<file path="config.mk">
export PLATFORM = sky130hd
export DESIGN_NAME = uart_rx_flat
export DESIGN_NICKNAME = d
export VERILOG_FILES = /design/src/rtl/uart_rx_if.sv /design/src/rtl/uart_rx.sv /design/src/flat_wrapper.sv
export SDC_FILE = /design/constraint.sdc
export NUM_CORES = 1
export LEC_CHECK = 0
export BUFFER_PORTS_ARGS = -buffer_cell sky130_fd_sc_hd__buf_4
export CAP_MARGIN = 10
export CORE_ASPECT_RATIO = 0.6
export CORE_MARGIN = 8
export CORE_UTILIZATION = 55
export DETAILED_ROUTE_END_ITERATION = 7
export PLACE_DENSITY = 0.74
export SLEW_MARGIN = 0
export SYNTH_ARGS = -nofsm -noshare
export SYNTH_HDL_FRONTEND = slang
export SYNTH_SLANG_ARGS = --single-unit
export TNS_END_PERCENT = 1
</file>
<file path="constraint.sdc">
create_clock -name clk_in -period 3 [get_ports clk_in]
set_clock_uncertainty 0.1 [all_clocks]
set_input_delay 0.15 -clock clk_in [delete_from_list [all_inputs] [get_ports clk_in]]
set_output_delay 0.15 -clock clk_in [all_outputs]
set_load 0.05 [all_outputs]
</file>
<file path="src/rtl/uart_rx_if.sv">
// Receive-side bus of the debug UART: serial line in, FIFO read port and sticky status out.
// master = consumer/line driver side, slave = uart_rx.
interface uart_rx_if;
  logic       rx_in;
  logic       rd_en_in;
  logic       clr_err_in;
  logic [7:0] rx_data_out;
  logic       rx_empty_out;
  logic       rx_full_out;
  logic       overflow_err_out;
  logic       frame_err_out;
  logic       parity_err_out;

  modport master (
    output rx_in, rd_en_in, clr_err_in,
    input  rx_data_out, rx_empty_out, rx_full_out,
    input  overflow_err_out, frame_err_out, parity_err_out
  );

  modport slave (
    input  rx_in, rd_en_in, clr_err_in,
    output rx_data_out, rx_empty_out, rx_full_out,
    output overflow_err_out, frame_err_out, parity_err_out
  );
endinterface

</file>
<file path="src/rtl/uart_rx.sv">
// 16x oversampled UART receiver (8N1, or 8E1 when UART_RX_PARITY_EN is defined)
// feeding a first-word-fall-through FIFO with sticky overflow/frame/parity flags.
module uart_rx #(
  parameter int SYS_CLK_FREQ = 50_000_000,
  parameter int BAUD_RATE    = 38400,
  parameter int FIFO_AW      = 3
) (
  input  logic     clk_in,
  input  logic     rst_in,
  uart_rx_if.slave bus
);

  localparam int DIV   = SYS_CLK_FREQ / (BAUD_RATE * 16);
  localparam int CNT_W = (DIV > 1) ? $clog2(DIV) : 1;
  localparam int DEPTH = 2 ** FIFO_AW;

  typedef enum logic [2:0] {S_IDLE, S_START, S_DATA, S_PARITY, S_STOP} state_t;

  logic             sync1_q, sync2_q, rx_s;
  logic [CNT_W-1:0] tick_cnt_q, tick_cnt_d;
  logic             tick;

  state_t      state_q, state_d;
  logic [3:0]  sc_q, sc_d;
  logic [2:0]  bit_idx_q, bit_idx_d;
  logic [7:0]  shift_q, shift_d;
  logic        armed_q, armed_d;
  logic        push_q, push_d;
  logic [7:0]  push_byte_q, push_byte_d;
  logic        par_bad_q, par_bad_d;
  logic        frame_ev, parity_ev;

  logic [7:0]       mem [DEPTH];
  logic [FIFO_AW:0] wr_ptr_q, wr_ptr_d, rd_ptr_q, rd_ptr_d;
  logic             empty_q, empty_d, full_q, full_d;
  logic [7:0]       data_q, data_d;
  logic             overflow_q, overflow_d, frame_q, frame_d, parity_q, parity_d;
  logic             pop, wr_en, overflow_ev;

  assign rx_s = sync2_q;
  assign tick = (tick_cnt_q == CNT_W'(DIV - 1));
  assign tick_cnt_d = tick ? '0 : tick_cnt_q + 1'b1;

  always_ff @(posedge clk_in or posedge rst_in) begin
    if (rst_in) begin
      sync1_q    <= 1'b1;
      sync2_q    <= 1'b1;
      tick_cnt_q <= '0;
    end else begin
      sync1_q    <= bus.rx_in;
      sync2_q    <= sync1_q;
      tick_cnt_q <= tick_cnt_d;
    end
  end

  always_comb begin
    state_d     = state_q;
    sc_d        = sc_q;
    bit_idx_d   = bit_idx_q;
    shift_d     = shift_q;
    armed_d     = armed_q;
    push_d      = 1'b0;
    push_byte_d = push_byte_q;
    par_bad_d   = par_bad_q;
    frame_ev    = 1'b0;
    parity_ev   = 1'b0;
    if (tick) begin
      case (state_q)
        S_IDLE: begin
          // After a low stop bit the line must be seen high before a new start is accepted.
          if (!armed_q) begin
            if (rx_s) armed_d = 1'b1;
          end else if (!rx_s) begin
            state_d   = S_START;
            sc_d      = 4'd0;
            par_bad_d = 1'b0;
          end
        end
        S_START: begin
          if (sc_q == 4'd7) begin
            sc_d      = 4'd0;
            bit_idx_d = 3'd0;
            state_d   = rx_s ? S_IDLE : S_DATA;
          end else begin
            sc_d = sc_q + 4'd1;
          end
        end
        S_DATA: begin
          sc_d = sc_q + 4'd1;
          if (sc_q == 4'd15) begin
            shift_d   = {rx_s, shift_q[7:1]};
            bit_idx_d = bit_idx_q + 3'd1;
            if (bit_idx_q == 3'd7) begin
`ifdef UART_RX_PARITY_EN
              state_d = S_PARITY;
`else
              state_d = S_STOP;
`endif
            end
          end
        end
`ifdef UART_RX_PARITY_EN
        S_PARITY: begin
          sc_d = sc_q + 4'd1;
          if (sc_q == 4'd15) begin
            par_bad_d = ^{shift_q, rx_s};
            parity_ev = ^{shift_q, rx_s};
            state_d   = S_STOP;
          end
        end
`endif
        S_STOP: begin
          sc_d = sc_q + 4'd1;
          if (sc_q == 4'd15) begin
            state_d     = S_IDLE;
            armed_d     = rx_s;
            frame_ev    = ~rx_s;
            push_d      = rx_s & ~par_bad_q;
            push_byte_d = shift_q;
          end
        end
        default: state_d = S_IDLE;
      endcase
    end
  end

  always_ff @(posedge clk_in or posedge rst_in) begin
    if (rst_in) begin
      state_q     <= S_IDLE;
      sc_q        <= 4'd0;
      bit_idx_q   <= 3'd0;
      shift_q     <= 8'd0;
      armed_q     <= 1'b1;
      push_q      <= 1'b0;
      push_byte_q <= 8'd0;
      par_bad_q   <= 1'b0;
    end else begin
      state_q     <= state_d;
      sc_q        <= sc_d;
      bit_idx_q   <= bit_idx_d;
      shift_q     <= shift_d;
      armed_q     <= armed_d;
      push_q      <= push_d;
      push_byte_q <= push_byte_d;
      par_bad_q   <= par_bad_d;
    end
  end

  always_comb begin
    pop         = bus.rd_en_in & ~empty_q;
    wr_en       = push_q & (~full_q | pop);
    overflow_ev = push_q & full_q & ~pop;
    rd_ptr_d    = rd_ptr_q + {{FIFO_AW{1'b0}}, pop};
    wr_ptr_d    = wr_ptr_q + {{FIFO_AW{1'b0}}, wr_en};
    empty_d     = (rd_ptr_d == wr_ptr_d);
    full_d      = (rd_ptr_d[FIFO_AW] != wr_ptr_d[FIFO_AW]) &&
                  (rd_ptr_d[FIFO_AW-1:0] == wr_ptr_d[FIFO_AW-1:0]);
    // Head register tracks the next head; bypass when the head is the entry being written now.
    if (empty_d)
      data_d = data_q;
    else if (wr_en && (rd_ptr_d == wr_ptr_q))
      data_d = push_byte_q;
    else
      data_d = mem[rd_ptr_d[FIFO_AW-1:0]];
    overflow_d = (overflow_q & ~bus.clr_err_in) | overflow_ev;
    frame_d    = (frame_q & ~bus.clr_err_in) | frame_ev;
    parity_d   = (parity_q & ~bus.clr_err_in) | parity_ev;
  end

  always_ff @(posedge clk_in) begin
    if (wr_en) mem[wr_ptr_q[FIFO_AW-1:0]] <= push_byte_q;
  end

  always_ff @(posedge clk_in or posedge rst_in) begin
    if (rst_in) begin
      wr_ptr_q   <= '0;
      rd_ptr_q   <= '0;
      empty_q    <= 1'b1;
      full_q     <= 1'b0;
      data_q     <= 8'd0;
      overflow_q <= 1'b0;
      frame_q    <= 1'b0;
      parity_q   <= 1'b0;
    end else begin
      wr_ptr_q   <= wr_ptr_d;
      rd_ptr_q   <= rd_ptr_d;
      empty_q    <= empty_d;
      full_q     <= full_d;
      data_q     <= data_d;
      overflow_q <= overflow_d;
      frame_q    <= frame_d;
      parity_q   <= parity_d;
    end
  end

  assign bus.rx_data_out      = data_q;
  assign bus.rx_empty_out     = empty_q;
  assign bus.rx_full_out      = full_q;
  assign bus.overflow_err_out = overflow_q;
  assign bus.frame_err_out    = frame_q;
`ifdef UART_RX_PARITY_EN
  assign bus.parity_err_out   = parity_q;
`else
  assign bus.parity_err_out   = 1'b0;
`endif

endmodule

</file>
<file path="src/flat_wrapper.sv">
// flat-port wrapper written by rule: the top's interface ports become plain ports
module uart_rx_flat 
#(
  parameter int SYS_CLK_FREQ = 50_000_000,
  parameter int BAUD_RATE    = 38400,
  parameter int FIFO_AW      = 3
)
  (clk_in, rst_in, bus_rx_in, bus_rd_en_in, bus_clr_err_in, bus_rx_data_out, bus_rx_empty_out, bus_rx_full_out, bus_overflow_err_out, bus_frame_err_out, bus_parity_err_out);
  uart_rx_if bus_i ();
  input  logic clk_in;
  input  logic rst_in;
  input wire logic [$bits(bus_i.rx_in)-1:0] bus_rx_in;
  input wire logic [$bits(bus_i.rd_en_in)-1:0] bus_rd_en_in;
  input wire logic [$bits(bus_i.clr_err_in)-1:0] bus_clr_err_in;
  output wire logic [$bits(bus_i.rx_data_out)-1:0] bus_rx_data_out;
  output wire logic [$bits(bus_i.rx_empty_out)-1:0] bus_rx_empty_out;
  output wire logic [$bits(bus_i.rx_full_out)-1:0] bus_rx_full_out;
  output wire logic [$bits(bus_i.overflow_err_out)-1:0] bus_overflow_err_out;
  output wire logic [$bits(bus_i.frame_err_out)-1:0] bus_frame_err_out;
  output wire logic [$bits(bus_i.parity_err_out)-1:0] bus_parity_err_out;
  assign bus_i.rx_in = bus_rx_in;
  assign bus_i.rd_en_in = bus_rd_en_in;
  assign bus_i.clr_err_in = bus_clr_err_in;
  assign bus_rx_data_out = bus_i.rx_data_out;
  assign bus_rx_empty_out = bus_i.rx_empty_out;
  assign bus_rx_full_out = bus_i.rx_full_out;
  assign bus_overflow_err_out = bus_i.overflow_err_out;
  assign bus_frame_err_out = bus_i.frame_err_out;
  assign bus_parity_err_out = bus_i.parity_err_out;
  uart_rx #(.SYS_CLK_FREQ(SYS_CLK_FREQ), .BAUD_RATE(BAUD_RATE), .FIFO_AW(FIFO_AW)) u_core (.clk_in(clk_in), .rst_in(rst_in), .bus(bus_i));
endmodule
</file>
==> run_results.csv, run 1 <==
group,metric,value,unit
run_status,outcome,"complete, no violations",
power_and_ir_drop,power_frac_seq,33.0,%
synthesis,synthDistinctLibCells,52,
placement,io_buffer_count,16,
die,fp.dieArea,0.0132,mm2
finish,final_area,0.00623,mm2
sta,max_freq,364,MHz
synthesis,synth_area_per_cell,13.4,um2
hold_path,worstHoldPathType,"input pin to flip-flop",
synthesis,synth-edff-count,64,
placement,placed_cell_area,0.00563,mm2
global_route,antenna_found_initial,0,
power_and_ir_drop,p_per_area,956,mW/mm2
sta,slew_violations,0,
critical_path,rrSetupSlack,0.25,ns
detailed_routing,drc,0,
critical_path,crit_path_top_delay_cell,"dfstp_2",
sta,fin_tns_setup,0,ns
synthesis,synth_common_cells,"edfxtp_1, dfrtp_1, nand2_1",
synthesis,synth_cells,396,
global_route,grt_max_degree,58,
die,row_count,27,
power_and_ir_drop,p_switching,2000,uW
power_and_ir_drop,power_leakage,0.00265,uW
detailed_routing,ant_nets,0,
detailed_routing,via_per_inst,5.80,
sta,fin_crit_sh,91.6,%
clock_network,cts_num_sinks,121,
critical_path,path_max_fanout,9,
placement,preCtsSetupSlack,0.319,ns
synthesis,synth_nets,409,
sta,worst_pin_slew,0.874,ns
synthesis,synth_top_area_cell,"edfxtp_1",
sta,fin_crit,2.75,ns
finish,n_antenna_cell,0,
power_and_ir_drop,p_sw_share,33.6,%
critical_path,crit_top_cell,"ha_1",
global_route,globalRouteTotalUtil,17.9,%
synthesis,synth_warnings,0,
placement,hpwl,7.38,mm
critical_path,crit_path_start_kind,"flip-flop",
power_and_ir_drop,pwr-share-comb,34.5,%
critical_path,cp.arrival,2.94,ns
power_and_ir_drop,intPower,3960,uW
clock_network,clock_path_buffers,2,
detailed_routing,drtIter0Drc,342,
synthesis,syn_area,0.00531,mm2
finish,nets,448,
critical_path,crit_required,3.19,ns
sta,fin_ws,0.252,ns
clock_network,cts_tree,"yes",
synthesis,ys.flop_type,"edfxtp_1",
synthesis,synth_area_leaders,"edfxtp_1, dfrtp_1, mux2_2, mux2i_1, nand2_1",
detailed_routing,wirelength,11.0,mm
synthesis,synth_top_cell_area_share,36.2,%
die,dieHeight,92.1,um
critical_path,path_cells,"nor2b_4, o21ai_1, inv_1, ha_1, ha_1, xor2_1, a21oi_1, o211ai_2, or2_1, a2bb2oi_2",
placement,gp_congestion,0.855,
detailed_routing,wl_per_cell,19.1,um
sta,fin_hold_ws,0.0905,ns
sta,relSlewSlack,41.5,%
sta,hold_violations,0,
die,start_util,57.1,%
synthesis,seq_area_frac_synth,63.2,%
die,design.core.area,0.00929,mm2
die,die_w,143,um
global_route,grt_pass1_vias,3278,
clock_network,numCtsBuffers,17,
global_route,grt_pass1_wl,17.6,mm
die,ios,18,
clock_network,h-tree-depth,4,
global_route,grt-ovfl-total,0,
power_and_ir_drop,clkPwrFrac,32.6,%
sta,grt_setup_unrepaired,"false",
detailed_routing,drtPass1Iterations,5,
clock_network,cts_root_buf,"clkbuf_16",
clock_network,clock_latency,0.41,ns
finish,area_delta_synth_final,17.4,%
power_and_ir_drop,vdd_ir_drop_max,690,uV
flow_run,maxCapViolations,0,
detailed_routing,num_vias,3351,
sta,setup_viol,0,
synthesis,synthArstFlopShare,47.1,%
critical_path,crit_path_end_kind,"flip-flop",
synthesis,ys_ff_latch,121,
critical_path,critical_path_class,"flip-flop to flip-flop",
clock_network,clk_pin_slew,0.05,ns
critical_path,slowest_delay,0.57,ns
finish,drive_gt1_share,22.3,%
synthesis,synthMostInstantiatedCell,"edfxtp_1",
==> area by class of cell <==
class / instances / area (um2)
clock inverters: 6 / 60.1
fillers: 653 / 3060
flip-flops and latches: 121 / 3350
clock buffers: 26 / 512
inverters: 24 / 90.1
repair buffers: 35 / 270
multi-input cells: 236 / 1780
well taps: 130 / 163
==> power by group through the flow <==
stage	clock network (uW)	registers (uW)	logic, uW
after floorplan	0	2190	1280
after global placement	0	1990	1990
after detailed placement	0	1990	2020
after CTS	1950	1970	2050
after global routing	2020	1980	2190
final	1940	1970	2050
==> cell families after synthesis <==
family | synth area share, %
xor gates and xnor gates | 5.14
adders and majority gates | 2.08
buffers and inverters | 3.18
other | 0.0707
DFF | 63.2
muxes | 6.81
AOI/OAI and AO/OA | 7.71
and+or+nand+nor | 11.8
==> per-stage QoR <==
step           utilization [%]  total power, uW  cells
3_5_place_dp              60.6             4020    543
2_1_floorplan                -             3470    396
4_1_cts                   67.1             5970    578
5_1_grt                   67.1             6190    578
6_report                  67.1             5960    578
3_3_place_gp              60.6             3980    543
==> timing repair <==
action,in CTS,in global routing
resized for setup,0,0
hold endpoints to repair,56,0
setup buffers,0,0
hold buffers,3,0
==> flip-flops by register name, summed over array words and instances, names as in the netlist, 3 cells and up <==
name and count:
u_core.state_q 3, u_core.shift_q 8, u_core.rd_ptr_q 4, u_core.tick_cnt_q 7, u_core.bit_idx_q 3, u_core.push_byte_q 8
u_core.bus.rx_data_out 8, u_core.mem 64, u_core.sc_q 4, u_core.wr_ptr_q 4
==> worst max-delay path, delay by kind of cell, from the launching register on <==
family / cells / cell delay (ns)
adders and majority gates: 2 / 0.54
buffers and inverters: 1 / 0.09
and+or+nand+nor: 2 / 0.50
DFF: 1 / 0.57
xor gates and xnor gates: 1 / 0.15
AOI/OAI and AO/OA: 4 / 0.68
==> worst paths after layout <==
kind	from	to	cells after the start
max	u_core.bus.rx_empty_out$_DFF_PP1_	u_core.bus.rx_data_out[6]$_DFFE_PP0P_	10
min	bus_rd_en_in	u_core.bus.overflow_err_out$_DFF_PP0_	4
max reg2reg	u_core.bus.rx_empty_out$_DFF_PP1_	u_core.bus.rx_data_out[6]$_DFFE_PP0P_	10
min reg2reg	u_core.sync1_q$_DFF_PP1_	u_core.rx_s$_DFF_PP1_	0
max in group asynchronous	rst_in	u_core.tick_cnt_q[6]$_DFF_PP0_	4
min in group asynchronous	rst_in	u_core.sc_q[1]$_DFFE_PP0P_	4
==> layer usage <==
metal / share of wire [%] / routed length (um) / global-route usage, %
met3: 6.8 / 756 / 5.17
met1: 48 / 5310 / 25.3
met4: 2.1 / 233 / 8.09
met2: 43 / 4740 / 25.0
met5: 0 / 0 / 0
==> layout by cell type, fill, tap and decap left out, types with 3 or more instances in the layout <==
cell type      instances
a2bb2oi_2              8
dfrtp_1               53
ha_1                   8
nor3_1                 6
xnor2_4                4
o21ai_0               10
clkbuf_16             19
xor2_1                 8
clkbuf_1               6
nor2_1                21
xnor2_1                8
nand4_1               19
buf_4                 32
clkinv_2               3
a21oi_1                5
dfstp_2                4
nand3_1               15
edfxtp_1              64
nand2_1               43
a22oi_1                8
dlygate4sd3_1          3
mux2i_1               17
inv_1                 21
mux2_2                17
nand2b_1               3
o22a_1                 8
(Power assumes the default switching activity.)
==> run 2: changes to the inputs <==
--- a/config.mk
+++ b/config.mk
@@ -11,6 +11,7 @@
 export CORE_MARGIN = 8
 export CORE_UTILIZATION = 55
 export DETAILED_ROUTE_END_ITERATION = 7
+export GPL_TIMING_DRIVEN = 0
 export PLACE_DENSITY = 0.74
 export SLEW_MARGIN = 0
 export SYNTH_ARGS = -nofsm -noshare
==> run_results.csv, run 2 (same netlist as run 1, synthesis figures left out) <==
group,metric,value,unit
clock_network,cts_num_sinks,121,
detailed_routing,num_vias,3233,
critical_path,cp.arrival,3.06,ns
power_and_ir_drop,pwr-share-comb,33.9,%
finish,nets,453,
global_route,grt_max_degree,43,
sta,fin_hold_ws,0.107,ns
clock_network,clock_path_buffers,2,
global_route,globalRouteTotalUtil,17.1,%
global_route,grt_pass1_wl,17.2,mm
global_route,grt-ovfl-total,0,
clock_network,clk_pin_slew,0.05,ns
power_and_ir_drop,power_leakage,0.00265,uW
finish,fin_util,67.6,%
run_status,outcome,"complete, no violations",
detailed_routing,ant_nets,0,
die,start_util,57.1,%
critical_path,crit_required,3.20,ns
placement,io_buffer_count,16,
critical_path,crit_path_end_kind,"flip-flop",
critical_path,critical_path_class,"flip-flop to flip-flop",
power_and_ir_drop,intPower,3870,uW
sta,worst_pin_slew,0.831,ns
sta,max_freq,349,MHz
die,row_count,27,
sta,fin_crit_sh,95.6,%
detailed_routing,via_per_inst,5.55,
flow_run,maxCapViolations,0,
hold_path,worstHoldPathType,"input pin to flip-flop",
finish,num-fill-cells,644,
clock_network,cts_root_buf,"clkbuf_16",
power_and_ir_drop,vdd_ir_drop_max,594,uV
power_and_ir_drop,clkPwrFrac,33.0,%
finish,drive_gt1_share,23.4,%
sta,hold_violations,0,
power_and_ir_drop,p_switching,2050,uW
placement,preCtsSetupSlack,-0.0969,ns
placement,gp_congestion,0.869,
finish,n_antenna_cell,0,
detailed_routing,wirelength,10.3,mm
sta,setup_viol,0,
global_route,grt_pass1_vias,3187,
critical_path,crit_path_start_kind,"flip-flop",
power_and_ir_drop,power_frac_seq,33.0,%
die,ios,18,
clock_network,h-tree-depth,4,
detailed_routing,drtPass1Iterations,5,
power_and_ir_drop,p_per_area,941,mW/mm2
sta,fin_crit,2.87,ns
sta,grt_setup_unrepaired,"false",
power_and_ir_drop,p_sw_share,34.6,%
detailed_routing,drc,0,
die,die_w,143,um
power_and_ir_drop,total_power,5910,uW
sta,relSlewSlack,44.4,%
placement,numPlacedInstances,544,
detailed_routing,drtIter0Drc,286,
die,fp.dieArea,0.0132,mm2
sta,slew_violations,0,
die,dieHeight,92.1,um
clock_network,clock_latency,0.41,ns
placement,hpwl,7.09,mm
clock_network,numCtsBuffers,17,
sta,fin_ws,0.131,ns
clock_network,cts_tree,"yes",
finish,final_common_cell,"edfxtp_1",
global_route,antenna_found_initial,0,
critical_path,path_max_fanout,10,
finish,layout_common_cells,"edfxtp_1, dfrtp_1, nand2_1, inv_1, nor2_1",
detailed_routing,wl_per_cell,17.6,um
finish,area_delta_synth_final,18.3,%
clock_network,cts_setup_buffers,0,
finish,instances_no_fill,583,
die,design.core.area,0.00929,mm2
finish,largest_reg_flops,64,
-- run 2: cell types whose count changed in the layout (fill, tap and decap cells not counted), sizes merged --
cell	delta
buf	-4
bufinv	+1
clkinv	+5
clkinvlp	+2
inv	+1
-- run 2: stage by stage --
step	instance area, um2	setup TNS (ns)
3_5_place_dp	5620	-0.733
4_1_cts	6240	0
6_report	6280	0
5_1_grt	6280	0
3_3_place_gp	5590	-0.234
2_1_floorplan	5310	0
-- run 2: cell type report --
type / instances / area, um2 / share of cell area (%)
sequential: 121 / 3350 / 53.4
buffer: 15 / 78.8 / 1.26
multi-input combinational: 236 / 1810 / 28.8
tap: 130 / 163 / 2.59
inverter: 24 / 90.1 / 1.43
timing repair buffer: 25 / 208 / 3.31
clock buffer: 17 / 425 / 6.77
clock inverter: 15 / 151 / 2.41
-- run 2: worst paths after layout --
check | start | cells past startpoint | to | slack (ns)
min reg2reg | u_core.sync1_q$_DFF_PP1_ | 0 | u_core.rx_s$_DFF_PP1_ | 0.26
max | u_core.bus.rx_empty_out$_DFF_PP1_ | 11 | u_core.bus.rx_data_out[0]$_DFFE_PP0P_ | 0.13
min in group asynchronous | rst_in | 3 | u_core.bus.overflow_err_out$_DFF_PP0_ | 0.19
max reg2reg | u_core.bus.rx_empty_out$_DFF_PP1_ | 11 | u_core.bus.rx_data_out[0]$_DFFE_PP0P_ | 0.13
max in group asynchronous | rst_in | 4 | u_core.rx_s$_DFF_PP1_ | 2.03
min | bus_rd_en_in | 4 | u_core.bus.overflow_err_out$_DFF_PP0_ | 0.11
-- run 2: power by group through the flow --
stage	sequential, uW	clock (uW)	combinational, uW
after floorplan	2190	0	1280
after global placement	1980	0	1920
after detailed placement	1980	0	1960
after CTS	1950	1980	2000
after global routing	1970	2060	2160
final	1950	1950	2010
-- run 2: worst max-delay path: stages (launching register included) --
cell and delay, ns:
dfstp_2 0.57, nor2b_4 0.08, o21ai_4 0.22, inv_1 0.10, ha_1 0.21, ha_1 0.32, xor2_1 0.15, a21oi_1 0.23
o211ai_4 0.20, or2_1 0.27, buf_6 0.16, a2bb2oi_2 0.14
-- run 2: timing repair --
item / CTS / global route
pin swaps: 0 / 1
hold buffers: 3 / 0
hold endpoints to repair: 57 / 0
gates cloned: 0 / 0
setup endpoints to repair: 9 / 8
resized for setup: 2 / 1
-- run 2: metal layers --
metal | vias to the layer above | GRT usage [%] | share of wire (%)
met1 | 1577 | 25.1 | 50
li1 | 1530 | - | -
met5 | - | 0 | 0
met4 | 0 | 7.48 | 1.2
met2 | 112 | 23.1 | 42
met3 | 14 | 4.66 | 6.6
